**src/rtl/axi_pkg.sv**
```systemverilog
// -----------------------------------------------------------------------------
// axi_pkg
// Shared AXI definitions for the DMA read/write outstanding-burst FIFOs.
//   - addr_32_t / addr_64_t : byte address types
//   - trans_32_t / trans_64_t : burst descriptor {start_addr, len}, where len
//     is the beat count (1..AXI_BURST_MAX)
//   - AXI_BURST_MAX : longest burst in beats (AXI4 INCR limit)
//   - AXI_4K_BYTES : address boundary a burst may never cross
//   - RRESP_* : read response encodings
//   - min_u32 : unsigned minimum helper used by the burst splitter
// -----------------------------------------------------------------------------
package axi_pkg;

  localparam int AXI_BURST_MAX = 256;
  // Beat count field wide enough to hold AXI_BURST_MAX itself.
  localparam int AXI_LEN_W     = 9;
  localparam int AXI_4K_BYTES  = 4096;

  localparam logic [1:0] RRESP_OKAY   = 2'b00;
  localparam logic [1:0] RRESP_EXOKAY = 2'b01;
  localparam logic [1:0] RRESP_SLVERR = 2'b10;
  localparam logic [1:0] RRESP_DECERR = 2'b11;

  typedef logic [31:0]          addr_32_t;
  typedef logic [63:0]          addr_64_t;
  typedef logic [AXI_LEN_W-1:0] beat_len_t;

  typedef struct packed {
    addr_32_t  start_addr;
    beat_len_t len;
  } trans_32_t;

  typedef struct packed {
    addr_64_t  start_addr;
    beat_len_t len;
  } trans_64_t;

  function automatic logic [31:0] min_u32(input logic [31:0] a, input logic [31:0] b);
    return (a < b) ? a : b;
  endfunction

endpackage

```
**src/rtl/mo_burst_split.sv**
```systemverilog
// -----------------------------------------------------------------------------
// mo_burst_split
// Combinational calculator for the next burst of a large transfer. The burst
// stops at the next 4 KB boundary and is capped at AXI_BURST_MAX beats.
// Shared by the read and write MO FIFOs.
//
// Parameters:
//   ADDR_WIDTH - address width in bits
//   DATA_SHIFT - log2(bytes per beat)
// Ports:
//   cur_addr       in  : current beat-aligned byte address
//   remaining      in  : bytes still to be split (beat multiple)
//   beat_len       out : beats in this burst
//   byte_size      out : bytes in this burst
//   next_addr      out : address following this burst
//   next_remaining out : bytes left after this burst
// -----------------------------------------------------------------------------
module mo_burst_split
  import axi_pkg::*;
#(
  parameter int ADDR_WIDTH = 64,
  parameter int DATA_SHIFT = 5
) (
  input  logic [ADDR_WIDTH-1:0] cur_addr,
  input  logic [31:0]           remaining,
  output beat_len_t             beat_len,
  output logic [31:0]           byte_size,
  output logic [ADDR_WIDTH-1:0] next_addr,
  output logic [31:0]           next_remaining
);

  localparam logic [31:0] MAX_BYTES = 32'(AXI_BURST_MAX) << DATA_SHIFT;

  // 13 bits: an address sitting exactly on a boundary yields a full 4096.
  logic [12:0] bound;
  logic [31:0] raw_bytes;

  always_comb begin
    bound          = 13'(AXI_4K_BYTES) - {1'b0, cur_addr[11:0]};
    raw_bytes      = min_u32(remaining, {19'd0, bound});
    byte_size      = min_u32(raw_bytes, MAX_BYTES);
    beat_len       = beat_len_t'(byte_size >> DATA_SHIFT);
    next_addr      = cur_addr + ADDR_WIDTH'(byte_size);
    next_remaining = remaining - byte_size;
  end

endmodule

```
**src/rtl/mo_rd_fifo.sv**
```systemverilog
// -----------------------------------------------------------------------------
// mo_rd_fifo
// Read-side outstanding-burst FIFO of the AXI DMA. Takes one large read
// request, splits it into 4 KB-safe bursts of at most AXI_BURST_MAX beats,
// keeps up to NUM_MO_BUF bursts outstanding, hands them to the AR driver and
// retires them as the R channel completes each one. rd_done pulses once the
// whole request has been split and every burst has completed.
//
// Optional feature (macro MO_RD_RESP_CHK_EN): adds rd_err, a sticky flag set
// when a burst completes with SLVERR/DECERR, cleared on the next accept.
//
// Ports:
//   clk, rst          : clock, asynchronous active-high reset
//   start_valid/ready : large request handshake
//   start_addr, len   : request byte address (beat aligned) and byte count
//   mo_fifo_full/empty: occupancy flags
//   fifo_mo_ar(_valid/_ready) : descriptor at the AR pointer and handshake
//   fifo_mo_r         : descriptor of the oldest burst receiving data
//   fifo_mo_r_done    : RLAST of the oldest burst accepted
//   fifo_mo_r_resp    : RRESP sampled with fifo_mo_r_done
//   rd_err            : (MO_RD_RESP_CHK_EN only) error seen during request
//   rd_done           : one-cycle completion pulse
//   busy              : not idle
// -----------------------------------------------------------------------------
module mo_rd_fifo
  import axi_pkg::*;
#(
  parameter int  NUM_MO_BUF = 4,
  parameter int  ADDR_WIDTH = 64,
  parameter int  DATA_WIDTH = 256,
  parameter type addr_t     = axi_pkg::addr_64_t,
  parameter type trans_t    = axi_pkg::trans_64_t
) (
  input  logic        clk,
  input  logic        rst,
  input  logic        start_valid,
  output logic        start_ready,
  input  addr_t       start_addr,
  input  logic [31:0] len,
  output logic        mo_fifo_full,
  output logic        mo_fifo_empty,
  output trans_t      fifo_mo_ar,
  output logic        fifo_mo_ar_valid,
  input  logic        fifo_mo_ar_ready,
  output trans_t      fifo_mo_r,
  input  logic        fifo_mo_r_done,
  input  logic [1:0]  fifo_mo_r_resp,
`ifdef MO_RD_RESP_CHK_EN
  output logic        rd_err,
`endif
  output logic        rd_done,
  output logic        busy
);

  localparam int MO_FIFO_SIZE = NUM_MO_BUF + 1;
  localparam int PTR_W        = (MO_FIFO_SIZE > 2) ? $clog2(MO_FIFO_SIZE) : 1;
  localparam int BPB          = DATA_WIDTH / 8;
  localparam int DATA_SHIFT   = $clog2(BPB);

  localparam logic [31:0]      BEAT_MASK = (32'd1 << DATA_SHIFT) - 32'd1;
  localparam logic [PTR_W-1:0] PTR_LAST  = PTR_W'(MO_FIFO_SIZE - 1);

  localparam logic [1:0] ST_IDLE  = 2'd0;
  localparam logic [1:0] ST_SPLIT = 2'd1;
  localparam logic [1:0] ST_DRAIN = 2'd2;

  function automatic logic [PTR_W-1:0] ptr_inc(input logic [PTR_W-1:0] p);
    return (p == PTR_LAST) ? '0 : p + 1'b1;
  endfunction

  // ---------------------------------------------------------------------------
  // State
  // ---------------------------------------------------------------------------
  logic [1:0]       state_reg, state_next;
  logic [PTR_W-1:0] head_reg, head_next;
  logic [PTR_W-1:0] ar_ptr_reg, ar_ptr_next;
  logic [PTR_W-1:0] r_ptr_reg, r_ptr_next;
  addr_t            cur_addr_reg, cur_addr_next;
  logic [31:0]      remaining_reg, remaining_next;
  trans_t           fifo_mem [MO_FIFO_SIZE];

  logic full, empty, ar_valid;
  logic accept, push_en, pop_en, ar_fire;

  beat_len_t             split_beats;
  logic [31:0]           split_bytes;
  logic [ADDR_WIDTH-1:0] split_next_addr;
  logic [31:0]           split_next_rem;
  trans_t                push_entry;

  // One slot is kept unused so full and empty are distinguishable from the
  // pointers alone.
  assign full     = (ptr_inc(head_reg) == r_ptr_reg);
  assign empty    = (head_reg == r_ptr_reg);
  assign ar_valid = (ar_ptr_reg != head_reg);

  assign accept  = (state_reg == ST_IDLE) && start_valid && !full;
  assign push_en = (state_reg == ST_SPLIT) && (remaining_reg != 32'd0) && !full;
  // A completion with nothing queued would corrupt the pointers; drop it.
  assign pop_en  = fifo_mo_r_done && !empty;
  assign ar_fire = ar_valid && fifo_mo_ar_ready;

  // ---------------------------------------------------------------------------
  // Burst split calculator
  // ---------------------------------------------------------------------------
  mo_burst_split #(
    .ADDR_WIDTH (ADDR_WIDTH),
    .DATA_SHIFT (DATA_SHIFT)
  ) u_split (
    .cur_addr       (cur_addr_reg),
    .remaining      (remaining_reg),
    .beat_len       (split_beats),
    .byte_size      (split_bytes),
    .next_addr      (split_next_addr),
    .next_remaining (split_next_rem)
  );

  always_comb begin
    push_entry            = '0;
    push_entry.start_addr = cur_addr_reg;
    push_entry.len        = split_beats;
  end

  // ---------------------------------------------------------------------------
  // Control
  // ---------------------------------------------------------------------------
  always_comb begin
    state_next     = state_reg;
    cur_addr_next  = cur_addr_reg;
    remaining_next = remaining_reg;
    case (state_reg)
      ST_IDLE: begin
        if (accept) begin
          state_next     = ST_SPLIT;
          cur_addr_next  = start_addr;
          // Sub-beat residue of the length is dropped.
          remaining_next = len & ~BEAT_MASK;
        end
      end
      ST_SPLIT: begin
        if (remaining_reg == 32'd0) begin
          state_next = ST_DRAIN;
        end else if (push_en) begin
          cur_addr_next  = addr_t'(split_next_addr);
          remaining_next = split_next_rem;
        end
      end
      ST_DRAIN: begin
        if (empty) begin
          state_next = ST_IDLE;
        end
      end
      default: begin
        state_next = ST_IDLE;
      end
    endcase
  end

  assign head_next   = push_en ? ptr_inc(head_reg)   : head_reg;
  assign ar_ptr_next = ar_fire ? ptr_inc(ar_ptr_reg) : ar_ptr_reg;
  assign r_ptr_next  = pop_en  ? ptr_inc(r_ptr_reg)  : r_ptr_reg;

  // Per-slot write strobes. Push and pop never target the same slot because a
  // pop requires a non-empty ring (head != r_ptr).
  logic [MO_FIFO_SIZE-1:0] slot_push;
  logic [MO_FIFO_SIZE-1:0] slot_pop;

  for (genvar gi = 0; gi < MO_FIFO_SIZE; gi++) begin : g_slot_en
    assign slot_push[gi] = push_en && (head_reg  == PTR_W'(gi));
    assign slot_pop[gi]  = pop_en  && (r_ptr_reg == PTR_W'(gi));
  end

  always_ff @(posedge clk or posedge rst) begin
    if (rst) begin
      state_reg     <= ST_IDLE;
      head_reg      <= '0;
      ar_ptr_reg    <= '0;
      r_ptr_reg     <= '0;
      cur_addr_reg  <= '0;
      remaining_reg <= '0;
      for (int i = 0; i < MO_FIFO_SIZE; i++) begin
        fifo_mem[i] <= '0;
      end
    end else begin
      state_reg     <= state_next;
      head_reg      <= head_next;
      ar_ptr_reg    <= ar_ptr_next;
      r_ptr_reg     <= r_ptr_next;
      cur_addr_reg  <= cur_addr_next;
      remaining_reg <= remaining_next;
      for (int i = 0; i < MO_FIFO_SIZE; i++) begin
        if (slot_push[i]) begin
          fifo_mem[i] <= push_entry;
        end else if (slot_pop[i]) begin
          // Retired slots read back as zero so fifo_mo_r is clean when idle.
          fifo_mem[i] <= '0;
        end
      end
    end
  end

  // ---------------------------------------------------------------------------
  // Optional response error tracking
  // ---------------------------------------------------------------------------
`ifdef MO_RD_RESP_CHK_EN
  logic rd_err_reg;

  always_ff @(posedge clk or posedge rst) begin
    if (rst) begin
      rd_err_reg <= 1'b0;
    end else if (accept) begin
      rd_err_reg <= 1'b0;
    end else if (pop_en && fifo_mo_r_resp[1]) begin
      rd_err_reg <= 1'b1;
    end
  end

  assign rd_err = rd_err_reg;
`else
  logic unused_resp;
  assign unused_resp = ^fifo_mo_r_resp;
`endif

  // ---------------------------------------------------------------------------
  // Outputs
  // ---------------------------------------------------------------------------
  assign start_ready      = (state_reg == ST_IDLE) && !full;
  assign mo_fifo_full     = full;
  assign mo_fifo_empty    = empty;
  assign fifo_mo_ar_valid = ar_valid;
  assign fifo_mo_ar       = fifo_mem[ar_ptr_reg];
  assign fifo_mo_r        = fifo_mem[r_ptr_reg];
  assign rd_done          = (state_reg == ST_DRAIN) && empty;
  assign busy             = (state_reg != ST_IDLE);

  // ---------------------------------------------------------------------------
  // Protocol checks on the environment
  // ---------------------------------------------------------------------------
  a_rdone_not_issued : assert property (@(posedge clk) disable iff (rst)
    fifo_mo_r_done |-> (r_ptr_reg != ar_ptr_reg));

  a_rdone_empty : assert property (@(posedge clk) disable iff (rst)
    fifo_mo_r_done |-> !empty);

  a_start_aligned : assert property (@(posedge clk) disable iff (rst)
    start_valid |-> ((start_addr & addr_t'(BEAT_MASK)) == '0));

  a_split_nonzero : assert property (@(posedge clk) disable iff (rst)
    push_en |-> (split_bytes != 32'd0));

endmodule

```
**config.mk**
```make
export PLATFORM = sky130hd
export DESIGN_NAME = mo_rd_fifo
export DESIGN_NICKNAME = d
export VERILOG_FILES = /design/src/rtl/axi_pkg.sv /design/src/rtl/mo_burst_split.sv /design/src/rtl/mo_rd_fifo.sv
export SDC_FILE = /design/constraint.sdc
export NUM_CORES = 1
export LEC_CHECK = 0
export CORE_MARGIN = 2
export CORE_UTILIZATION = 55
export DETAILED_ROUTE_END_ITERATION = 10
export PLACE_DENSITY = 0.76
export SYNTH_ARGS = -nofsm -noshare
export SYNTH_HDL_FRONTEND = slang
export SYNTH_SLANG_ARGS = --single-unit
```
**constraint.sdc**
```tcl
create_clock -name clk -period 16.1 [get_ports clk]
set_clock_uncertainty 0.05 [all_clocks]
set_input_delay 1.61 -clock clk [delete_from_list [all_inputs] [get_ports clk]]
set_output_delay 1.61 -clock clk [all_outputs]
set_load 0.01 [all_outputs]
```
==> summary.md <==
| Metric | Value |
|---|---|
| CTS buffer count | a little over 50 |
| Grt total ovfl | 0 |
| # nets final | 2948 |
| DRT antenna net count | 0 |
| R2r endpoint | cur_addr_reg[45] |
| Crit path kind | flop to flop |
| CTS H-tree lvls | 2 |
| Hold EP | fifo_mem[83] |
| Hold depth | 2 |
| DR WL/cell | around 26 um |
| Reg clk slew, reported paths | 0.06 ns |
| Worst-margin pin slew | 1.12 ns |
| 1st-pass router iterations | 5 |
| HP Start | fifo_mem[83] |
| R2R Setup Slk | 7.61 ns |
| Crit path DAT | 8.93 ns |
| Largest register FFs | roughly 370 |
| Initial antenna violation count | 3 |
| Cts hold-fix bufs | 0 |
| Setup violations, final | 0 |
| Root buffer cell | clkbuf_16 |
| Status | complete, no violations |
| Post-CTS Resized | 0 |
| Seq/Total Area, Yosys | 42.8% |
| All-layer global routing usage | between 30% and 40% |
| Finished Core Util | 64.4% |
| Peak supply drop | 0.000198 V |
| Final instance area | approximately 0.032 mm^2 |
| CTS tree | done |
| Share of layout cells above drive strength 1 | between 10% and 20% |
| Reg-to-reg critical path startpoint | cur_addr_reg[1] |
| Number of global-route vias before repair | 23900 |
| Final Max Tran Viols | 0 |
| Num rows | 82 |
| Antenna diodes | 0 |
| Pin count of the biggest net entering global routing | 124 |
| Final Hold Fails | 0 |
| Total power | 7.94 mW |
| First-pass GRT wire length | 138000 um |
| Die area | 0.0519 mm^2 |
| Synthesized instance count | 2631 |
| Max Freq | 118 MHz |
| Synth area leader | dfrtp_1 |
| Setup crit start kind | flop |
| Dpl ws | 7.82 ns |
| Hold WS | 0.460 ns |
| DRT iter0 DRCs | 2351 |
| Setup_tns | 0 ns |
| Dpl cell area | 0.0304 mm^2 |
| Via density | about 6.8 |
| Distinct cells, synth | 84 |
| Post-route DRC | 0 |
| Synth Flop Type | dfrtp_1 |
| Synth cell count leaders | dfrtp_1 (472), a22o_1 (358), nand2_1 (283) |
| Hold WC Path Type | flop to flop |
| Placed cell count | about 3400 |
| Top-count cell post-synth | dfrtp_1 |
| Yosys top cell area share | between 40% and 50% |
| Worst Slack Setup Final | 7.61 ns |
| Starting Density | 55.3% |
| Core ar. | 0.0499 mm^2 |
| Non-filler instance count after layout | 3467 |
| I/O pins | 255 |
| CTS Buffer Depth | 3 |
| Worst setup EP type | flop |
| Clock latency at the later pin of the worst-skew pair | 0.60 ns |
| Syn-to-layout area delta | 16.5% |
| CP required | approximately 17 ns |
| DRT Wirelength | 89300 um |
| Dpl hpwl | 54600 um |
| Routability cong. | 0.911 |
| Post-synth EDFFs | 0 |
| Die Y | ~230 um |
| Leak Pwr | 14.1 nW |
| Register bit total from synthesis | 472 |
| PD cells | 247 mW/mm^2 |
| Worst reg-to-reg path cell count | 25 |
| Min cycle time layout | 8.49 ns |
| Slew headroom | 25.5% |
| MaxCap Viol Count | 0 |
| Clock sinks | 472 |
| Multi-input logic area | 0.0145 mm^2 |
| Die W | 228 um |
| Top area cells in the synthesized netlist | dfrtp_1 (43%), mux4_2 (12%), a22o_1 (11%) |
| DR vias | 23500 |
| Sequential cell area | 0.0118 mm^2 |
| Synth async-reset ratio | 100% |
| RSZ-0062 raised after global routing | no |
| Synth Cell Area | 0.0276 mm^2 |
| Setup Buffers After CTS | 0 |
| Crit-path max FO | 22 |
| Synth warn | 0 |
| IO Port Bufs | between 200 and 250 |
| Mean area per synthesized cell | 10.5 um^2 |
| Fillers | 3913 |
| Fin crit share | 52.8% |
## worst max-delay path, stage by stage, from the launching register on
cell       delay, ns
dfrtp_1         0.46
inv_1           0.33
ha_1            0.26
inv_1           0.08
or4_1           0.60
nor3_1          0.21
xnor2_1         0.18
inv_1           0.08
ha_1            0.29
a21oi_1         0.13
nor2b_1         0.05
o21ai_0         0.13
or4b_1          0.48
a41oi_2         0.90
mux2i_1         0.93
inv_1           0.12
ha_1            0.44
a21o_1          0.16
a21oi_1         0.08
or3b_1          0.41
a21o_1          0.21
nand3_2         0.14
o2111ai_2       0.28
a21oi_1         0.86
a31oi_1         0.20
a221o_1         0.30
## layout make-up
| cell class | instances | area share [%] |
|---|---|---|
| clock inverters | 22 | 0.916 |
| well taps | 672 | 2.62 |
| flip-flops and latches | 472 | 36.8 |
| inverters | 128 | 1.52 |
| clock buffers | 69 | 4.56 |
| multi-input cells | 1827 | 45.2 |
| repair buffers | 277 | 8.40 |
## kinds of logic after synthesis
family	after synthesis	synth area share, %
AOI/OAI and AO/OA	894	23.6
xor gates and xnor gates	69	2.19
adders and majority gates	88	4.05
buffers and inverters	365	5.29
DFF	472	42.8
muxes	164	12.6
other	2	0.0272
and+or+nand+nor	577	9.43
## per-layer routing
metal | part of all wire (%) | up-vias | GRT usage, %
li1 | - | 10000 | -
met2 | 47 | 1321 | 54.6
met4 | 4.4 | 6 | 14.9
met1 | 39 | 11800 | 44.7
met3 | 9.6 | 277 | 7.30
met5 | 0.049 | - | 0
## cell usage in the layout (no fill, tap or decap), drive strengths merged, types with 46 or more instances in the layout
master / synthesis / routed
a21o: 46 / 46
a21oi: 105 / 105
a22o: 358 / 358
clkbuf: 137 / 69
clkdlybuf4s50: 0 / 247
dfrtp: 472 / 472
ha: 86 / 86
inv: 128 / 129
mux4: 145 / 145
nand2: 283 / 283
nor2: 108 / 108
o21ai: 213 / 213
xnor2: 48 / 48
## power breakdown
part	internal, mW	leakage [nW]	switching, mW
Combinational	2.00	7.15	2.55
Sequential	1.61	6.05	0.520
Clock	0.746	0.873	0.507
Total	4.36	14.1	3.58
## worst max-delay path by stage
stage,from,end,cells after the start,slack (ns)
floorplan,rst,ar_ptr_reg[0],1,1.27
global placement,cur_addr_reg[1],cur_addr_reg[39],25,7.94
detailed placement,cur_addr_reg[1],cur_addr_reg[39],25,7.82
CTS,cur_addr_reg[1],cur_addr_reg[39],25,7.77
global route,cur_addr_reg[0],cur_addr_reg[45],25,7.19
finish,cur_addr_reg[1],cur_addr_reg[45],25,7.61
Power figures use the tool's default switching activity.
==> RTL change: new RTL, same settings <==
Change the package constant `AXI_LEN_W` from 9 to 18.
--- a/src/rtl/axi_pkg.sv
+++ b/src/rtl/axi_pkg.sv
@@ -15,3 +15,3 @@
   // Beat count field wide enough to hold AXI_BURST_MAX itself.
-  localparam int AXI_LEN_W     = 9;
+  localparam int AXI_LEN_W     = 18;
   localparam int AXI_4K_BYTES  = 4096;
Interface: changed (resized fifo_mo_ar and fifo_mo_r); port bits go from 255 to 273. The function was not compared with the original's and may differ.
==> RTL change against the unedited design <==
Utilization is 0.32 points higher; worst setup slack better by 260 ps; wire length increased by 9.0%; design area increased by 8.2%; sequential share of layout area rose by 0.44 points; die area rose by 8.2%; synthesized cell count up 7.0%; synthesized area up 8.3%; cell count increased by 6.5%; power up 5.8%; clock power increased by 8%; sequential cell count grew 45; largest power group unchanged.
==> RTL change: results (changes against the unedited design) <==
[synth]
synthCells=2814  ; was 2631
yosysMostFrequentCell=dfrtp_1  ; unchanged
ys_seq_area_share_pct=43.3  ; was 42.8%
synth_cell_type_count=73  ; was 84
synth_top_cells_by_count=517 x dfrtp_1, 386 x a22o_1, 250 x nand2_1  ; was 472 x dfrtp_1, 358 x a22o_1, 283 x nand2_1
synthTopCellsByArea=dfrtp_1 43%, mux4_2 12%, a22o_1 11%, ha_1 3.6%, o21ai_0 3.2%  ; was dfrtp_1 43%, mux4_2 12%, a22o_1 11%, ha_1 3.9%, nand2_1 3.9%

[placed_design]
dp_cells=3585  ; was 3376
place_area_sq_um=32900  ; was 30400 sq um
dp_hpwl_um=58900  ; was 54600 um
place_ws_ps=8110  ; was 7820 ps

[finish]
largest_reg_flops=410  ; was 365
nNetsFinal=3137  ; was 2948
drive_above_1_share_pct=11.2  ; was 11.1%

[global_route]
grtUsageTotal_pct=34.9  ; was 33.9%
grt_first_pass_wirelength_um=152000  ; was 138000 um
use_met3_pct=8.09  ; was 7.30%
grt_max_degree=85  ; was 124
gr-usage-met2_pct=54.0  ; was 54.6%
met1_usage_pct=46.5  ; was 44.7%
grt_antenna_before_repair=7  ; was 3

[routing]
wl_met1_um=36500  ; was 34500 um
wl_met3_um=11000  ; was 8550 um
via_count=25800  ; was 23500
met2_length_um=44900  ; was 42300 um
routedWlPerCell_um=26.4  ; was 25.8 um
dr.first_iter.drc_count=2822  ; was 2351

[status]
status=completed  ; unchanged

[clock_network]
clk_latency_ps=620  ; was 600 ps
numCtsBuffers=55  ; was 51

[worst_setup_path]
arrival_ps=8700  ; was 8930 ps
r2r_cells=24  ; was 25

[sta]
worst_slew_margin_rel_pct=24.0  ; was 25.5%

[pwr]
p_leak_nw=15.1  ; was 14.1 nW

RTL change: cell types whose count changed after synthesis, sizes merged, moves of 12 or more:
cell,delta
buf,-30
and2,+36
o21ai,-14
mux4,+18
clkbuf,+55
or4,+12
xnor2,-13
nor3,+23
nand2,-33
dfrtp,+45
a22o,+28
nand3,+24
RTL change: path summary, 6_finish.rpt:
check	start	endpoint	slack [ps]
worst min-delay path	fifo_mem[335]$_DFFE_PP0P_	fifo_mem[335]$_DFFE_PP0P_	450
worst max register to register	cur_addr_reg[2]$_DFFE_PP0P_	cur_addr_reg[42]$_DFFE_PP0P_	7870
min in group asynchronous	rst	fifo_mem[371]$_DFFE_PP0P_	1350
worst min register to register	fifo_mem[335]$_DFFE_PP0P_	fifo_mem[335]$_DFFE_PP0P_	450
worst max-delay path	cur_addr_reg[2]$_DFFE_PP0P_	cur_addr_reg[42]$_DFFE_PP0P_	7870
max in group asynchronous	rst	fifo_mem[22]$_DFFE_PP0P_	11740
RTL change: logic make-up after synthesis:
group / count (synthesis) / share of synthesized area, %
AO/OA/AOI/OAI: 907 / 22.3
AND/OR/NAND/NOR: 670 / 10.9
flip-flops: 517 / 43.3
buffers and inverters: 392 / 5.11
multiplexers: 183 / 13.0
adder cells (fa/ha/maj): 88 / 3.74
XOR/XNOR: 55 / 1.61
other: 2 / 0.0251
RTL change: layout make-up:
class,instances,area [sq um],area share [%]
antenna,6,15.0,0.0432
timing repair buffer,304,2950,8.47
tap,696,871,2.51
clock buffer,73,1520,4.38
inverter,130,493,1.42
multi-input combinational,1938,15600,44.9
clock inverter,27,365,1.05
sequential,517,13000,37.3
RTL change: power breakdown:
group	switching (mW)	total (mW)	internal, mW
registers	0.562	2.31	1.74
logic	2.69	4.74	2.05
clock network	0.556	1.35	0.793
total	3.81	8.40	4.59
